`src/rtl/i2s_msb_receiver_if.sv`:
```
// i2s_msb_receiver_if: sample stream from the I2S receiver FIFO head to the USB packetiser.
interface i2s_msb_receiver_if #(
    parameter int SAMPLE_BITS = 24
);
    logic [SAMPLE_BITS-1:0] sample_o;
    logic                   channel_o;
    logic                   valid_o;
    logic                   ready_i;
    modport master (output sample_o, channel_o, valid_o, input ready_i);
    modport slave (input sample_o, channel_o, valid_o, output ready_i);
endinterface

```
`src/rtl/i2s_msb_receiver.sv`:
```
// i2s_msb_receiver: MSB-justified serial deserialiser feeding a small sample FIFO.
// Optional: define I2S_RX_OVERWRITE_EN so a push into a full FIFO replaces the oldest entry.
module i2s_msb_receiver #(
    parameter int SAMPLE_BITS     = 24,
    parameter int SLOT_BITS       = 32,
    parameter int FIFO_DEPTH_BITS = 2
) (
    input  logic               clk_i,
    input  logic               reset_i,
    input  logic               i2s_data_i,
    input  logic               i2s_bclk_i,
    input  logic               i2s_lrclk_i,
    input  logic               i2s_running_i,
    i2s_msb_receiver_if.master out_if,
    output logic               synced_o,
    output logic               frame_err_o,
    output logic               overflow_o
);
    localparam int CW = $clog2(SLOT_BITS) + 1;
    localparam int DEPTH = 1 << FIFO_DEPTH_BITS;
    localparam logic [CW-1:0] LAST_BIT = CW'(SAMPLE_BITS - 1);
    localparam logic [CW-1:0] SLOT_END = CW'(SLOT_BITS);
`ifdef I2S_RX_OVERWRITE_EN
    localparam logic OVERWRITE = 1'b1;
`else
    localparam logic OVERWRITE = 1'b0;
`endif
    typedef enum logic [1:0] {IDLE, HUNT, SHIFT, PAD} state_t;
    state_t                   state_q;
    logic                     bclk_q, lr_q, chan_q, synced_q, err_q, ovf_q;
    logic [CW-1:0]            bit_cnt_q;
    logic [SAMPLE_BITS-1:0]   shift_q;
    logic [FIFO_DEPTH_BITS:0] wr_q, rd_q;
    logic [SAMPLE_BITS:0]     mem_q [DEPTH];
    logic [SAMPLE_BITS:0]     hold_q, head, push_word;
    logic                     rise, lr_edge, push, pop, empty, full, drop, write, rd_adv;
    // Bit-clock edge detection, sample-completion push and FIFO pointer decisions.
    always_comb begin
        rise      = i2s_bclk_i && !bclk_q;
        lr_edge   = rise && (i2s_lrclk_i != lr_q);
        push      = i2s_running_i && state_q == SHIFT && rise && !lr_edge && bit_cnt_q == LAST_BIT;
        push_word = {chan_q, shift_q[SAMPLE_BITS-2:0], i2s_data_i};
        empty     = wr_q == rd_q;
        full      = wr_q == {~rd_q[FIFO_DEPTH_BITS], rd_q[FIFO_DEPTH_BITS-1:0]};
        pop       = !empty && out_if.ready_i;
        drop      = push && full && !pop;
        write     = push && (!drop || OVERWRITE);
        rd_adv    = pop || (drop && OVERWRITE);
        head      = mem_q[rd_q[FIFO_DEPTH_BITS-1:0]];
    end
    assign out_if.valid_o = !empty;
    assign {out_if.channel_o, out_if.sample_o} = empty ? hold_q : head;
    assign synced_o    = synced_q;
    assign frame_err_o = err_q;
    assign overflow_o  = ovf_q;
    // bclk history and the lrclk value seen at the previous rising bclk.
    always_ff @(posedge clk_i) begin
        if (reset_i) begin
            bclk_q <= 1'b0;
            lr_q   <= 1'b0;
        end else begin
            bclk_q <= i2s_bclk_i;
            if (rise) lr_q <= i2s_lrclk_i;
        end
    end
    // Slot framing: hunt for a word-select edge, shift the sample, then pad to the next edge.
    always_ff @(posedge clk_i) begin
        if (reset_i) begin
            state_q   <= IDLE;
            bit_cnt_q <= '0;
            shift_q   <= '0;
            chan_q    <= 1'b0;
            synced_q  <= 1'b0;
            err_q     <= 1'b0;
        end else begin
            err_q <= 1'b0;
            if (!i2s_running_i) begin
                state_q  <= IDLE;
                synced_q <= 1'b0;
            end else if (state_q == IDLE) begin
                state_q <= HUNT;
            end else if (lr_edge) begin
                err_q     <= state_q == SHIFT;
                shift_q   <= {{(SAMPLE_BITS-1){1'b0}}, i2s_data_i};
                bit_cnt_q <= CW'(1);
                chan_q    <= i2s_lrclk_i;
                synced_q  <= 1'b1;
                state_q   <= SHIFT;
            end else if (rise && state_q == SHIFT) begin
                shift_q   <= {shift_q[SAMPLE_BITS-2:0], i2s_data_i};
                bit_cnt_q <= bit_cnt_q + CW'(1);
                if (bit_cnt_q == LAST_BIT) state_q <= PAD;
            end else if (rise && state_q == PAD) begin
                if (bit_cnt_q == SLOT_END) begin
                    err_q    <= 1'b1;
                    synced_q <= 1'b0;
                    state_q  <= HUNT;
                end else begin
                    bit_cnt_q <= bit_cnt_q + CW'(1);
                end
            end
        end
    end
    // FIFO pointers, held head value and sticky overflow flag.
    always_ff @(posedge clk_i) begin
        if (reset_i) begin
            wr_q   <= '0;
            rd_q   <= '0;
            hold_q <= '0;
            ovf_q  <= 1'b0;
        end else begin
            wr_q <= wr_q + {{FIFO_DEPTH_BITS{1'b0}}, write};
            rd_q <= rd_q + {{FIFO_DEPTH_BITS{1'b0}}, rd_adv};
            if (!empty) hold_q <= head;
            if (drop) ovf_q <= 1'b1;
        end
    end
    // FIFO storage; contents need no reset because the pointers define validity.
    always_ff @(posedge clk_i) begin
        if (write) mem_q[wr_q[FIFO_DEPTH_BITS-1:0]] <= push_word;
    end
endmodule
```
`src/flat_wrapper.sv`:
```
// flat-port wrapper written by rule: the top's interface ports become plain ports
module i2s_msb_receiver_flat 
#(
    parameter int SAMPLE_BITS     = 24,
    parameter int SLOT_BITS       = 32,
    parameter int FIFO_DEPTH_BITS = 2
)
  (clk_i, reset_i, i2s_data_i, i2s_bclk_i, i2s_lrclk_i, i2s_running_i, synced_o, frame_err_o, overflow_o, out_if_sample_o, out_if_channel_o, out_if_valid_o, out_if_ready_i);
  i2s_msb_receiver_if #(.SAMPLE_BITS(SAMPLE_BITS)) out_if_i ();
  input  logic clk_i;
  input  logic reset_i;
  input  logic i2s_data_i;
  input  logic i2s_bclk_i;
  input  logic i2s_lrclk_i;
  input  logic i2s_running_i;
  output logic synced_o;
  output logic frame_err_o;
  output logic overflow_o;
  output wire logic [$bits(out_if_i.sample_o)-1:0] out_if_sample_o;
  output wire logic [$bits(out_if_i.channel_o)-1:0] out_if_channel_o;
  output wire logic [$bits(out_if_i.valid_o)-1:0] out_if_valid_o;
  input wire logic [$bits(out_if_i.ready_i)-1:0] out_if_ready_i;
  assign out_if_sample_o = out_if_i.sample_o;
  assign out_if_channel_o = out_if_i.channel_o;
  assign out_if_valid_o = out_if_i.valid_o;
  assign out_if_i.ready_i = out_if_ready_i;
  i2s_msb_receiver #(.SAMPLE_BITS(SAMPLE_BITS), .SLOT_BITS(SLOT_BITS), .FIFO_DEPTH_BITS(FIFO_DEPTH_BITS)) u_core (.clk_i(clk_i), .reset_i(reset_i), .i2s_data_i(i2s_data_i), .i2s_bclk_i(i2s_bclk_i), .i2s_lrclk_i(i2s_lrclk_i), .i2s_running_i(i2s_running_i), .out_if(out_if_i), .synced_o(synced_o), .frame_err_o(frame_err_o), .overflow_o(overflow_o));
endmodule
```
`config.mk`:
```
export PLATFORM = sky130hd
export DESIGN_NAME = i2s_msb_receiver_flat
export DESIGN_NICKNAME = d
export VERILOG_FILES = /design/src/rtl/i2s_msb_receiver_if.sv /design/src/rtl/i2s_msb_receiver.sv /design/src/flat_wrapper.sv
export SDC_FILE = /design/constraint.sdc
export NUM_CORES = 1
export LEC_CHECK = 0
export CAP_MARGIN = 20
export CORE_MARGIN = 10
export CORE_UTILIZATION = 45
export DETAILED_ROUTE_END_ITERATION = 10
export GPL_TIMING_DRIVEN = 0
export SLEW_MARGIN = 20
export SYNTH_ARGS = -nofsm -noshare
export SYNTH_HDL_FRONTEND = slang
export SYNTH_SLANG_ARGS = --single-unit
```
`constraint.sdc`:
```
create_clock -name clk_i -period 5.8 [get_ports clk_i]
set_input_delay 1.74 -clock clk_i [delete_from_list [all_inputs] [get_ports clk_i]]
set_output_delay 1.74 -clock clk_i [all_outputs]
set_load 0.05 [all_outputs]
```
==> out/metrics.cfg, run 1 <==
[outcome]
status = completed

[global_route]
grt_first_pass_wirelength_mm = 19.9
grt_use_total = 0.130
grt_overflow_total = 0
grt_antenna_before_repair = 0
grt_max_degree = 17
grt_pass1_vias = 3716

[sta]
hold_slack_ps = 469
fin_skew_ps = 7.37
rsz0062_at_grt = no
fin_setup_tns_ps = 0
setup-violations-final = 0
max_slew_margin = 0.547
hold_viol = 0
tightest_slew_ps = 676
period_needed_ps = 4720
max_freq_mhz = 212
maxSlewViolCount = 0
fin_crit_sh = 0.813

[floorplan]
start_util = 0.464
coreArea_um2 = 14000
die-area_um2 = 19600
rows = 43
die_y_um = 140
die_w_um = 140
io_pins = 36

[clock_network]
cts_hold_buf = 0
worstSkewPairLatency_ps = 420
cts_max_level = 4
cts_buffers = 17
cts_resized = 0
clk_pin_slew_ps = 60
clockRootBuffer = clkbuf_16
post_cts_buffers = 0
cts_max_path_buffers = 2
cts_tree = yes
clock-sinks = 168

[worst_setup_path]
r2r-start = u_core.bit_cnt_q[0]$_SDFFE_PP0P_
crit-reg2reg-capture = u_core.mem_q[3][12]$_DFFE_PP_
cp.arrival_ps = 2980
r2r_slack_ps = 3000
cp_slowest_cell = clkdlybuf4s50_1
crit_type = reg2out
worstPathCellList = buf_2 -> clkbuf_1 -> mux4_2 -> mux2_4 -> clkdlybuf4s50_1
slowest_delay_ps = 710
reg2regPathDepth = 7
crit_required_ps = 4060
cp-start-kind = flop
cp_max_fo = 10
worst_setup_path_end_kind = output pin

[detailed_routing]
via_per_inst = 5.32
drc = 0
drt-initial-drc-count = 280
totalWireLength_mm = 12.3
vias = 3554
wl_per_cell_um = 18.3
ant_nets = 0
firstDrtPassIters = 4

[hold_path]
hold_start = u_core.synced_o$_SDFFE_PP0P_
hp-class = reg2reg
min_to = u_core.synced_o$_SDFFE_PP0P_
whs_path_depth = 2

[cells_and_area]
diodes = 0
syn2layout_area_growth_pct = 20.2
seqCellArea_um2 = 4360
num-nets-final = 489
layout-drive-gt1-share = 0.227
multi_input_area_um2 = 1980
fillers = 1118

[placed_design]
post-dp-hpwl_mm = 8.64
gp_congestion = 0.836
io_buffers = 35

[flow_run]
cap_viol_max_count = 0

[synth]
async_flop_share = 0
ys_seq_elements = 168
yosysSeqAreaShare = 0.673
synth-edff-count = 100
synth.distinct_cells = 45
syn-instance-count = 410
netlist_area_um2 = 6490
avgSynthCellArea_um2 = 15.8
syn_nets = 423
ys.flop_type = edfxtp_1
yosys_warnings = 0

[power_and_ir_drop]
vdd_ir_drop_max_v = 0.000211
power_density_nw_per_um2 = 309
p_leak_nw = 2.82

-- state kept, by name, summed over array words and instances (netlist names) --
name                count
u_core.bclk_q           1
u_core.bit_cnt_q        6
u_core.chan_q           1
u_core.frame_err_o      1
u_core.hold_q          25
u_core.lr_q             1
u_core.mem_q          100
u_core.overflow_o       1
u_core.rd_q             3
u_core.shift_q         23
u_core.state_q          2
u_core.synced_o         1
u_core.wr_q             3
-- layout make-up --
class / instances / area share
Timing Repair Buffer: 47 / 0.0603
Multi-Input combinational cell: 213 / 0.254
Inverter: 7 / 0.00337
Buffer: 22 / 0.0168
Sequential cell: 168 / 0.560
Tap cell: 180 / 0.0289
Clock buffer: 21 / 0.0603
Clock inverter: 10 / 0.0160
-- logic make-up (layout without fill, tap and decap cells) --
group                    after synthesis  in the layout  synth area share
AO/OA/AOI/OAI                         44             44            0.0459
XOR/XNOR                               7              7            0.0118
adder cells (fa/ha/maj)                6              6            0.0116
buffers and inverters                 29            107            0.0243
flip-flops                           168            168             0.673
multiplexers                          53             53             0.145
AND/OR/NAND/NOR                      103            103            0.0882
-- routing by layer --
layer | GRT usage | vias to the layer above | wire length (um)
met5 | 0 | - | 0
met4 | 0.0543 | 0 | 198
met3 | 0.0470 | 16 | 519
met2 | 0.221 | 62 | 6370
met1 | 0.145 | 1784 | 5170
li1 | - | 1692 | -
-- worst max path at each step --
stage	startpoint	end	slack, ps	cells past startpoint
after global placement	i2s_bclk_i	u_core.mem_q[0][12]$_DFFE_PP_	-1270	6
after detailed placement	i2s_bclk_i	u_core.mem_q[3][12]$_DFFE_PP_	960	8
final	u_core.rd_q[1]$_SDFF_PP0_	out_if_sample_o[20]	1080	5
after floorplan	i2s_lrclk_i	u_core.mem_q[2][0]$_DFFE_PP_	1100	5
after CTS	u_core.rd_q[1]$_SDFF_PP0_	out_if_sample_o[20]	1020	5
after global routing	u_core.rd_q[1]$_SDFF_PP0_	out_if_sample_o[22]	930	5
-- report_power, final --
part / internal [W] / leakage (nW) / total (W) / switching, W
clock: 0.000702 / 0.294 / 0.00112 / 0.000419
combinational: 0.0000101 / 0.889 / 0.0000319 / 0.0000218
sequential: 0.00125 / 1.64 / 0.00125 / 0.00000136
total: 0.00196 / 2.82 / 0.00241 / 0.000442
-- stage by stage --
step           total power [W]  setup WS (ps)  utilization  area, um2  instances
6_report               0.00241           1080        0.557       7800        668
5_1_grt                0.00249            929        0.557       7800        668
4_1_cts                0.00243           1020        0.557       7800        668
3_5_place_dp           0.00131            957        0.515       7200        637
3_3_place_gp           0.00131          -1270        0.505       7060        625
2_1_floorplan          0.00130           1100            -       6490        410
-- worst max-delay path: cells and delay by family, from the launching register on --
kind                   cells  cell delay [ps]
buffers and inverters      3             1520
DFF                        1              330
muxes                      2              710
-- synthesized netlist by cell type, types with 2 or more instances --
cell type | number | area, um2
nand3b_1 | 3 | 22.5
o31ai_1 | 2 | 15.0
a21oi_1 | 7 | 35.0
buf_6 | 5 | 56.3
a211oi_1 | 2 | 15.0
dfxtp_1 | 68 | 1360
nand3_1 | 2 | 10.0
a22oi_1 | 22 | 165
nor2_1 | 29 | 109
inv_1 | 7 | 26.3
nand2_1 | 11 | 41.3
clkbuf_1 | 9 | 33.8
a31oi_1 | 3 | 18.8
o21ai_0 | 3 | 15.0
or4_1 | 3 | 22.5
or3_1 | 2 | 12.5
nand2b_1 | 3 | 18.8
nor3_1 | 6 | 30.0
mux2_4 | 18 | 270
nor2b_1 | 33 | 206
xnor2_2 | 2 | 32.5
buf_2 | 6 | 30.0
nor4_1 | 2 | 12.5
mux2_2 | 8 | 90.1
xnor2_1 | 4 | 35.0
edfxtp_1 | 100 | 3000
mux4_2 | 25 | 563
ha_1 | 6 | 75.1
o211ai_1 | 2 | 15.0
mux2i_1 | 2 | 20.0
-- cell usage in the layout (no fill, tap or decap), types with 5 or more instances in the layout --
master,Yosys,final
dfxtp_1,68,68
nand2_1,11,11
a22oi_1,22,22
mux2_2,8,8
mux4_2,25,25
edfxtp_1,100,100
mux2_4,18,18
ha_1,6,6
clkbuf_1,9,10
buf_2,6,6
a21oi_1,7,7
buf_6,5,13
buf_4,1,5
clkdlybuf4s50_1,0,35
clkbuf_16,0,17
nor2_1,29,29
inv_1,7,7
nor2b_1,33,33
(Power assumes the default switching activity.)
==> run 2: changes to the inputs <==
PLACE_DENSITY = 0.65   (was unset)
clock period = 4.1 ns   (was 5.8 ns; I/O delays follow)
==> run 2 against run 1 <==
Against the previous run:
- total power is 38% higher
- highest routed layer unchanged
- cell count up 0.45%
- combinational power rose by 39%
- via count up 1.1%
- worst setup slack worse by 940 ps
==> out/metrics.cfg, run 2 (synthesized netlist as in run 1, its figures left out) <==
[floorplan]
die-area_um2 = 19600
io_pins = 36
die_y_um = 140
start_util = 0.464
rows = 43
coreArea_um2 = 14000
die_w_um = 140

[clock_network]
cts_hold_buf = 0
cts_max_path_buffers = 2
post_cts_buffers = 0
clockRootBuffer = clkbuf_16
cts_resized = 1
worstSkewPairLatency_ps = 420
clk_pin_slew_ps = 60
cts_tree = yes
cts_buffers = 17
cts_max_level = 4
clock-sinks = 168

[sta]
max_freq_mhz = 253
max_slew_margin = 0.524
maxSlewViolCount = 0
fin_crit_sh = 0.965
hold_viol = 0
fin_skew_ps = 8.11
setup-violations-final = 0
tightest_slew_ps = 710
rsz0062_at_grt = no
period_needed_ps = 3960
hold_slack_ps = 451
fin_ws_ps = 143

[power_and_ir_drop]
power_density_nw_per_um2 = 427
p_comb_frac = 0.013
seqPwrFrac = 0.535
p_leak_nw = 2.71
power.switching_w = 0.000691
swShare = 0.209
p_int_w = 0.00262
vdd_ir_drop_max_v = 0.000340
clkPwrFrac = 0.452

[placed_design]
gp_congestion = 0.785
dp_cells = 639
post-dp-hpwl_mm = 8.41
io_buffers = 35
preCtsSetupSlack_ps = -205

[detailed_routing]
totalWireLength_mm = 12.5
drc = 0
wl_per_cell_um = 18.7
via_per_inst = 5.36
firstDrtPassIters = 4
vias = 3594
drt-initial-drc-count = 263
ant_nets = 0

[cells_and_area]
fillers = 1132
layout_commonest_cell = edfxtp_1
fin_util = 0.555
diodes = 0
syn2layout_area_growth_pct = 19.7
finalNonFillerCells = 671
num-nets-final = 491
layout-drive-gt1-share = 0.236
largest_reg_flops = 100
seqCellArea_um2 = 4360
layout_common_cells = edfxtp_1, dfxtp_1, clkdlybuf4s50_1, nor2b_1, nor2_1
multi_input_area_um2 = 1980

[worst_setup_path]
crit_type = reg2out
crit_required_ps = 2870
r2r_slack_ps = 1250
cp_max_fo = 10
worst_setup_path_end_kind = output pin
cp-start-kind = flop
cp.arrival_ps = 2730

[global_route]
grt_max_degree = 17
grt_pass1_vias = 3713
grt_use_total = 0.134
grt_first_pass_wirelength_mm = 20.4
grt_antenna_before_repair = 0
grt_overflow_total = 0

[flow_run]
cap_viol_max_count = 0

[hold_path]
hp-class = reg2reg

[outcome]
status = completed

[run 2: worst paths after layout]
path                                                    from                             to  depth (start not counted)
worst max-delay path               u_core.rd_q[1]$_SDFF_PP0_            out_if_sample_o[22]                          5
worst min-delay path            u_core.synced_o$_SDFFE_PP0P_   u_core.synced_o$_SDFFE_PP0P_                          2
worst max register to register      u_core.lr_q$_SDFFE_PP0P_  u_core.mem_q[2][21]$_DFFE_PP_                          7
worst min register to register  u_core.synced_o$_SDFFE_PP0P_   u_core.synced_o$_SDFFE_PP0P_                          2
[run 2: per-layer routing]
metal	share of wire	GRT usage	vias up
li1	-	-	1691
met1	0.43	0.156	1816
met2	0.50	0.223	72
met3	0.045	0.0416	15
met4	0.016	0.0543	0
met5	0	0	-
[run 2: final cells by class]
cell class / instances / area share
sequential: 168 / 0.562
multi-input combinational: 213 / 0.256
clock buffer: 21 / 0.0608
timing repair buffer: 49 / 0.0606
tap: 180 / 0.0290
buffer: 22 / 0.0171
clock inverter: 11 / 0.0113
inverter: 7 / 0.00338
[run 2: power groups by stage]
stage	Clock, W	Sequential [W]	Combinational, W
after CTS	0.00152	0.00177	0.0000450
final	0.00150	0.00177	0.0000445
after floorplan	0	0.00181	0.0000238
after detailed placement	0	0.00181	0.0000450
after global routing	0.00160	0.00177	0.0000490
after global placement	0	0.00181	0.0000441
[run 2: stage by stage]
step	cell area [um2]	power [W]	TNS [ps]
2_1_floorplan	6490	0.00183	-9320
3_3_place_gp	7060	0.00185	-238890
3_5_place_dp	7200	0.00185	-1640
4_1_cts	7760	0.00334	0
5_1_grt	7760	0.00342	0
6_report	7760	0.00331	0
[run 2: worst max-delay path, stage by stage, from the launching register on]
cell and delay, ps:
dfxtp_1 330, buf_2 260, clkbuf_2 350, mux4_2 370
mux2_4 280, clkdlybuf4s50_1 710
